$ cat config.mk
export PLATFORM = sky130hd
export DESIGN_NAME = muldiv_unit
export DESIGN_NICKNAME = d
export VERILOG_FILES = /design/src/rtl/muldiv_pkg.sv /design/src/rtl/muldiv_div_core.sv /design/src/rtl/muldiv_unit.sv
export SDC_FILE = /design/constraint.sdc
export NUM_CORES = 2
export LEC_CHECK = 0
export ABC_AREA = 1
export CAP_MARGIN = 0
export CORE_ASPECT_RATIO = 0.7
export CORE_MARGIN = 3
export CORE_UTILIZATION = 44
export DETAILED_ROUTE_END_ITERATION = 10
export PLACE_DENSITY_LB_ADDON = 0.1
export SLEW_MARGIN = 20
export SYNTH_ARGS = -nofsm -noshare
export SYNTH_HDL_FRONTEND = slang
export SYNTH_HIERARCHICAL = 1
export SYNTH_SLANG_ARGS = --single-unit
export TNS_END_PERCENT = 30
$ cat constraint.sdc
create_clock -name clk -period 17.8 [get_ports clk]
set_clock_uncertainty 0.15 [all_clocks]
set_input_delay 3.56 -clock clk [delete_from_list [all_inputs] [get_ports clk]]
set_output_delay 3.56 -clock clk [all_outputs]
set_load 0.01 [all_outputs]
$ cat src/rtl/muldiv_pkg.sv
// Shared types and op-decoding helpers for the multiply/divide unit.
package muldiv_pkg;

    typedef enum logic [2:0] {
        OP_MULT  = 3'd0,
        OP_MULTU = 3'd1,
        OP_MADD  = 3'd2,
        OP_MADDU = 3'd3,
        OP_MSUB  = 3'd4,
        OP_MSUBU = 3'd5,
        OP_DIV   = 3'd6,
        OP_DIVU  = 3'd7
    } muldiv_op_t;

    typedef enum logic [1:0] {
        ST_IDLE = 2'd0,
        ST_MUL  = 2'd1,
        ST_DIV  = 2'd2,
        ST_DONE = 2'd3
    } muldiv_state_t;

    // Signed variants treat operands as two's complement.
    function automatic logic is_signed(input muldiv_op_t op);
        return (op == OP_MULT) || (op == OP_MADD) || (op == OP_MSUB) || (op == OP_DIV);
    endfunction

    // Accumulating variants combine the product with the forwarded {hi, lo}.
    function automatic logic is_acc(input muldiv_op_t op);
        return (op == OP_MADD) || (op == OP_MADDU) || (op == OP_MSUB) || (op == OP_MSUBU);
    endfunction

    // Subtracting accumulate: hilo - product.
    function automatic logic is_sub(input muldiv_op_t op);
        return (op == OP_MSUB) || (op == OP_MSUBU);
    endfunction

    function automatic logic is_div(input muldiv_op_t op);
        return (op == OP_DIV) || (op == OP_DIVU);
    endfunction

endpackage

$ cat src/rtl/muldiv_div_core.sv
// Iterative restoring divider on unsigned magnitudes, one quotient bit per cycle.
// done is high during the last iteration cycle; quotient/remainder then show
// the final values so the caller can register them on the same edge.
module muldiv_div_core #(
    parameter int WIDTH = 32
) (
    input  logic             clk,
    input  logic             rst,
    input  logic             start,
    input  logic [WIDTH-1:0] dividend,
    input  logic [WIDTH-1:0] divisor,
    input  logic             cancel,
    output logic             done,
    output logic [WIDTH-1:0] quotient,
    output logic [WIDTH-1:0] remainder
);

    localparam int CNT_W = $clog2(WIDTH + 1);

    logic [WIDTH-1:0] rem_q, quo_q, dvs_q;
    logic [WIDTH-1:0] rem_n, quo_n;
    logic [CNT_W-1:0] cnt_q;
    logic [WIDTH:0]   shifted, trial;

    // One restoring step: shift in the next dividend bit, subtract if it fits.
    always_comb begin
        shifted = {rem_q, quo_q[WIDTH-1]};
        trial   = shifted - {1'b0, dvs_q};
        if (!trial[WIDTH]) begin
            rem_n = trial[WIDTH-1:0];
            quo_n = {quo_q[WIDTH-2:0], 1'b1};
        end else begin
            rem_n = shifted[WIDTH-1:0];
            quo_n = {quo_q[WIDTH-2:0], 1'b0};
        end
    end

    // Iteration registers: load on start, step while the counter is non-zero.
    always_ff @(posedge clk) begin
        if (rst || cancel) begin
            cnt_q <= '0;
            rem_q <= '0;
            quo_q <= '0;
            dvs_q <= '0;
        end else if (start) begin
            cnt_q <= CNT_W'(WIDTH);
            rem_q <= '0;
            quo_q <= dividend;
            dvs_q <= divisor;
        end else if (cnt_q != '0) begin
            cnt_q <= cnt_q - CNT_W'(1);
            rem_q <= rem_n;
            quo_q <= quo_n;
        end
    end

    assign done      = (cnt_q == CNT_W'(1));
    assign quotient  = quo_n;
    assign remainder = rem_n;

endmodule

$ cat src/rtl/muldiv_unit.sv
// Multi-cycle multiply / multiply-accumulate / divide engine for the EX stage.
// One start/done handshake; result_o is {hi, lo}.
module muldiv_unit
    import muldiv_pkg::*;
#(
    parameter int WIDTH   = 32,
    parameter int MUL_LAT = 2
) (
    input  logic               clk,
    input  logic               rst,
    input  logic               start_i,
    input  logic [2:0]         op_i,
    input  logic [WIDTH-1:0]   opa_i,
    input  logic [WIDTH-1:0]   opb_i,
    input  logic [2*WIDTH-1:0] hilo_i,
    input  logic               flush_i,
    output logic               busy_o,
    output logic               done_o,
    output logic [2*WIDTH-1:0] result_o,
    output logic               div_by_zero_o
);

    localparam int CNT_W = 3;

    muldiv_state_t      state_q, state_d;
    muldiv_op_t         op_in, op_q, mop;
    logic [WIDTH-1:0]   opa_q, opb_q, ma, mb;
    logic [2*WIDTH-1:0] hilo_q, mh, a_ext, b_ext, prod, mul_res;
    logic [CNT_W-1:0]   cnt_q;
    logic [2*WIDTH-1:0] result_q;
    logic               dbz_q;
    logic               accept, in_zero, msgn;

    logic               core_start, core_done, sa, sb, in_neg_a, in_neg_b;
    logic [WIDTH-1:0]   core_quo, core_rem, quo_fix, rem_fix;

    assign op_in   = muldiv_op_t'(op_i);
    assign accept  = (state_q == ST_IDLE) && start_i && !flush_i;
    assign in_zero = is_div(op_in) && (opb_i == '0);

    // Multiplier: live inputs when a 1-cycle multiply completes straight from
    // IDLE, captured operands otherwise. Truncation to 2*WIDTH gives the wrap.
    always_comb begin
        mop = op_q;
        ma  = opa_q;
        mb  = opb_q;
        mh  = hilo_q;
        if (state_q == ST_IDLE) begin
            mop = op_in;
            ma  = opa_i;
            mb  = opb_i;
            mh  = hilo_i;
        end
        msgn  = is_signed(mop);
        a_ext = {{WIDTH{msgn & ma[WIDTH-1]}}, ma};
        b_ext = {{WIDTH{msgn & mb[WIDTH-1]}}, mb};
        prod  = a_ext * b_ext;
        if (is_acc(mop)) begin
            mul_res = is_sub(mop) ? (mh - prod) : (mh + prod);
        end else begin
            mul_res = prod;
        end
    end

    // Divider runs on magnitudes; signs are re-applied from the captured operands.
    assign in_neg_a   = is_signed(op_in) & opa_i[WIDTH-1];
    assign in_neg_b   = is_signed(op_in) & opb_i[WIDTH-1];
    assign core_start = accept && is_div(op_in) && !in_zero;
    assign sa         = is_signed(op_q) & opa_q[WIDTH-1];
    assign sb         = is_signed(op_q) & opb_q[WIDTH-1];
    assign quo_fix    = (sa ^ sb) ? -core_quo : core_quo;
    assign rem_fix    = sa ? -core_rem : core_rem;

    muldiv_div_core #(.WIDTH(WIDTH)) u_div (
        .clk       (clk),
        .rst       (rst),
        .start     (core_start),
        .dividend  (in_neg_a ? -opa_i : opa_i),
        .divisor   (in_neg_b ? -opb_i : opb_i),
        .cancel    (flush_i),
        .done      (core_done),
        .quotient  (core_quo),
        .remainder (core_rem)
    );

    // State register.
    always_ff @(posedge clk) begin
        // NOTE: sequential state uses non-blocking assignments so every register
        // updates from pre-edge values regardless of block order.
        if (rst) state_q <= ST_IDLE;
        else     state_q <= state_d;
    end

    // Next-state logic; flush in any busy state abandons the op without done.
    always_comb begin
        // NOTE: default first so every path assigns state_d and no latch is inferred.
        state_d = state_q;
        unique case (state_q)
            ST_IDLE: begin
                if (accept) begin
                    if (is_div(op_in))      state_d = in_zero ? ST_DONE : ST_DIV;
                    else if (MUL_LAT == 1)  state_d = ST_DONE;
                    else                    state_d = ST_MUL;
                end
            end
            ST_MUL: begin
                if (flush_i)                     state_d = ST_IDLE;
                else if (cnt_q == CNT_W'(1))     state_d = ST_DONE;
            end
            ST_DIV: begin
                if (flush_i)        state_d = ST_IDLE;
                else if (core_done) state_d = ST_DONE;
            end
            ST_DONE: state_d = ST_IDLE;
            default: state_d = ST_IDLE;
        endcase
    end

    // Operand capture, multiply latency counter and result/flag registers.
    always_ff @(posedge clk) begin
        if (rst) begin
            // NOTE: operand registers are reset as well; keeps X out of the
            // datapath after reset at negligible cost for this handful of flops.
            op_q     <= OP_MULT;
            opa_q    <= '0;
            opb_q    <= '0;
            hilo_q   <= '0;
            cnt_q    <= '0;
            result_q <= '0;
            dbz_q    <= 1'b0;
        end else begin
            if (accept) begin
                op_q   <= op_in;
                opa_q  <= opa_i;
                opb_q  <= opb_i;
                hilo_q <= hilo_i;
                cnt_q  <= CNT_W'(MUL_LAT - 1);
                dbz_q  <= in_zero;
            end else if (state_q == ST_MUL) begin
                cnt_q <= cnt_q - CNT_W'(1);
            end
            if (state_d == ST_DONE) begin
                unique case (state_q)
                    ST_DIV:  result_q <= {rem_fix, quo_fix};
                    ST_IDLE: result_q <= in_zero ? {opa_i, {WIDTH{1'b1}}} : mul_res;
                    default: result_q <= mul_res;
                endcase
            end
        end
    end

    assign busy_o        = (state_q == ST_MUL) || (state_q == ST_DIV);
    assign done_o        = (state_q == ST_DONE);
    assign result_o      = result_q;
    assign div_by_zero_o = dbz_q;

endmodule

==> results.md <==
* Outcome: finished clean
* Clk_lat worst skew at 0.62 ns
* CTS tree: done
* Crit start category: primary input
* Launch point of the worst reg-to-reg path: state_q[0]
* Min-Delay Endpoint: opb_q[2]
* DRT iter0 DRCs at 7427
* Worst EP required at 18.13 ns
* Grt total ovfl at 0
* Layout fillers at 15.27k
* Footprint of the multi-input gates at 50390 um^2
* Port Buf Inserts at 201
* Crit path DAT at 17.56 ns
* Core Box Area at 148200 um^2
* Root Buffer Master: clkbuf_16
* FF/Latch Area at 6066 um^2
* Tot GR Track Use at 36.24%
* Chip height at 329.4 um
* Antenna Cells at 0
* DR WL met2 at 106300 um
* Post-route cell area at 71990 um^2
* Effective utilization at floorplan at 44.36%
* Rows at 118
* Nets at 11.13k
* Slowest stage cell, crit path: fa_1
* Kind of critical path: primary input to flip-flop
* Min-Delay Path Class: flip-flop to flip-flop
* CP delay by family, top: simple AND/OR/NAND/NOR gates
* Ys flop type: dfxtp_1
* Top cell type's share of synthesized area at 34.31%
* Period utilization at 96.78%
* Compound-Gate Fraction of Synth Area at 8.948%
* Hold buffers post-CTS at 0
* Final setup fails at 0
* Setup tns final at 0 ns
* Total CTS buffers at 35
* Cell count after synthesis at 9445
* Yosys warning count at 6
* RSZ-0062 raised after global routing: false
* Layout Area Growth over Synthesis at 9.470%
* WL met1 at 128100 um
* Post-CTS setup repair buffer count at 0
* Number of synthesized flops with an enable pin at 0
* Post-synth ARST share at 0%
* Slew @ Worst Pin at 1.167 ns
* Leading area contributor after synthesis: fa_1
* Max cap viols at 0
* Max incr delay on CP at 0.64 ns
* Post-CTS sizing at 0
* HPWL Detailed at 234700 um
* CTS max path bufs at 3
* Slew Limit Fails at 0
* Hold path cells at 2
* Share of layout cells above drive strength 1 at 4.711%
* Remaining DRCs at 0
* Synth Area in XOR/XNOR at 2.755%
* First-pass GRT wire length at 412400 um
* Commonest non-fill, non-tap cells in the layout: nand2_1 (2274), inv_1 (2086), fa_1 (1127)
* Synth top area cells: fa_1 (34%), nand2_1 (13%), inv_1 (12%)
* Commonest non-fill, non-tap cell in the layout: nand2_1
* Wirelength per Cell at 24.21 um
* RR Endpoint: result_o[57]
* Die area at 154200 um^2
* Synthesized cell area at 65760 um^2
* Synthesized area per cell at 6.962 um^2
* Combinational family with the most area after synthesis: adder cells
* Final min period at 17.23 ns
* Post-synthesis simple-gate area fraction at 24.11%
* Met3 Routed Length at 37780 um
* Setup crit end kind: flip-flop
* Largest net degree at the start of global routing at 101
* Syn_nets at 11.03k
* Antenna-violating nets left at 0
* R2R cell count at 52
* DRT Pass-1 Iters at 7
* Post-synthesis mux area share at 0.01522%
* Routability cong. at 1.009
* WL final at 279700 um
* CTS clk-pin slew, worst paths at 0.07 ns
* Placement-stage cell area at 70870 um^2
* Reg2Reg Setup Slack at 2.25 ns
* Clk sink count at 303
* I/O Pins at 202
* Via count at 63.20k
* Final hold violations at 0
* Vias/cell at 5.470
* Top achievable clock speed at 58.05 MHz
* Critical Path Fanout Max at 15
* Synthesized flop and latch total at 303
* Highest routed metal layer: met5
* Worst path bufs/invs at 12
* Cell variety after synth at 66
* HP Start: opb_q[2]
* Relative slew margins at 21.92%
* Fraction of the yosys area taken by sequential cells at 9.224%
* Initial antenna violation count at 12
* Die span in x at 468.1 um
* Vias in the first global route at 60.88k
* CTS H-tree depth at 2
* Adder-cell share of the synthesized area at 40.40%
[synth_stat cells (30+ instances only)]
library cell,count
xor2_1,153
o211ai_1,43
clkbuf_1,310
ha_1,320
dfxtp_1,303
o21ai_0,408
nor4_1,30
buf_4,34
nor3_1,98
nor2_1,1064
fa_1,1127
nand3_1,272
inv_1,2094
buf_1,31
a21oi_1,385
or2_2,34
a31oi_1,93
o21ai_1,36
nand2_1,2276
xnor2_1,52
nand4_1,49
[metrics by stage]
step / utilization (%) / setup slack (ns) / std cells / hold WS [ns]
floorplan: - / 4.370 / 9445 / 0.2744
detailed placement: 47.81 / 0.1633 / 11495 / 0.2947
global route: 48.56 / 0.01984 / 11554 / 0.3169
global placement: 47.81 / 0.1643 / 11495 / 0.2859
CTS: 48.55 / 0.7070 / 11554 / 0.3055
finish: 48.56 / 0.5733 / 11554 / 0.3009
[registers in the layout, summed over array words and instances (netlist names)]
| register | cells |
|---|---|
| cnt_q | 3 |
| div_by_zero_o | 1 |
| hilo_q | 64 |
| op_q | 3 |
| opa_q | 32 |
| opb_q | 32 |
| result_o | 64 |
| state_q | 2 |
| u_div/cnt_q | 6 |
| u_div/dvs_q | 32 |
| u_div/quo_q | 32 |
| u_div/rem_q | 32 |
[layer usage]
metal  GRT usage (%)  up-vias
met1           55.68    31100
li1                -    28452
met5               0        -
met2           48.05     3317
met4           7.845        6
met3           12.63      326
[final cells by class]
cell class	instances	share of cell area, %
flip-flops and latches	303	8.426
multi-input cells	6639	70.00
well taps	1980	3.441
repair buffers	455	5.565
inverters	2118	11.05
clock buffers	44	1.321
clock inverters	15	0.1999
[cell families after synthesis]
family	count (synthesis)
compound gates	1068
xor+xnor	206
fa+ha+maj	1447
buf+inv	2503
flops	303
mux	1
simple gates	3917
[worst max path at each step]
stage	to	start	slack, ns	cells past startpoint
CTS	result_o[57]	op_i[0]	0.71	51
global placement	result_o[57]	op_i[0]	0.16	51
floorplan	result_o[58]	opb_i[2]	4.37	53
finish	result_o[57]	op_i[0]	0.57	51
global route	result_o[57]	op_i[0]	0.02	50
detailed placement	result_o[57]	op_i[0]	0.16	51
[tightest hold or removal path, stage by stage (launching register included)]
cell	delay (ns)
dfxtp_1	0.30
inv_1	0.05
a21oi_1	0.05
Power is not shown: default switching activity piles up to over one toggle a cycle in this logic, so the estimate is an artifact.
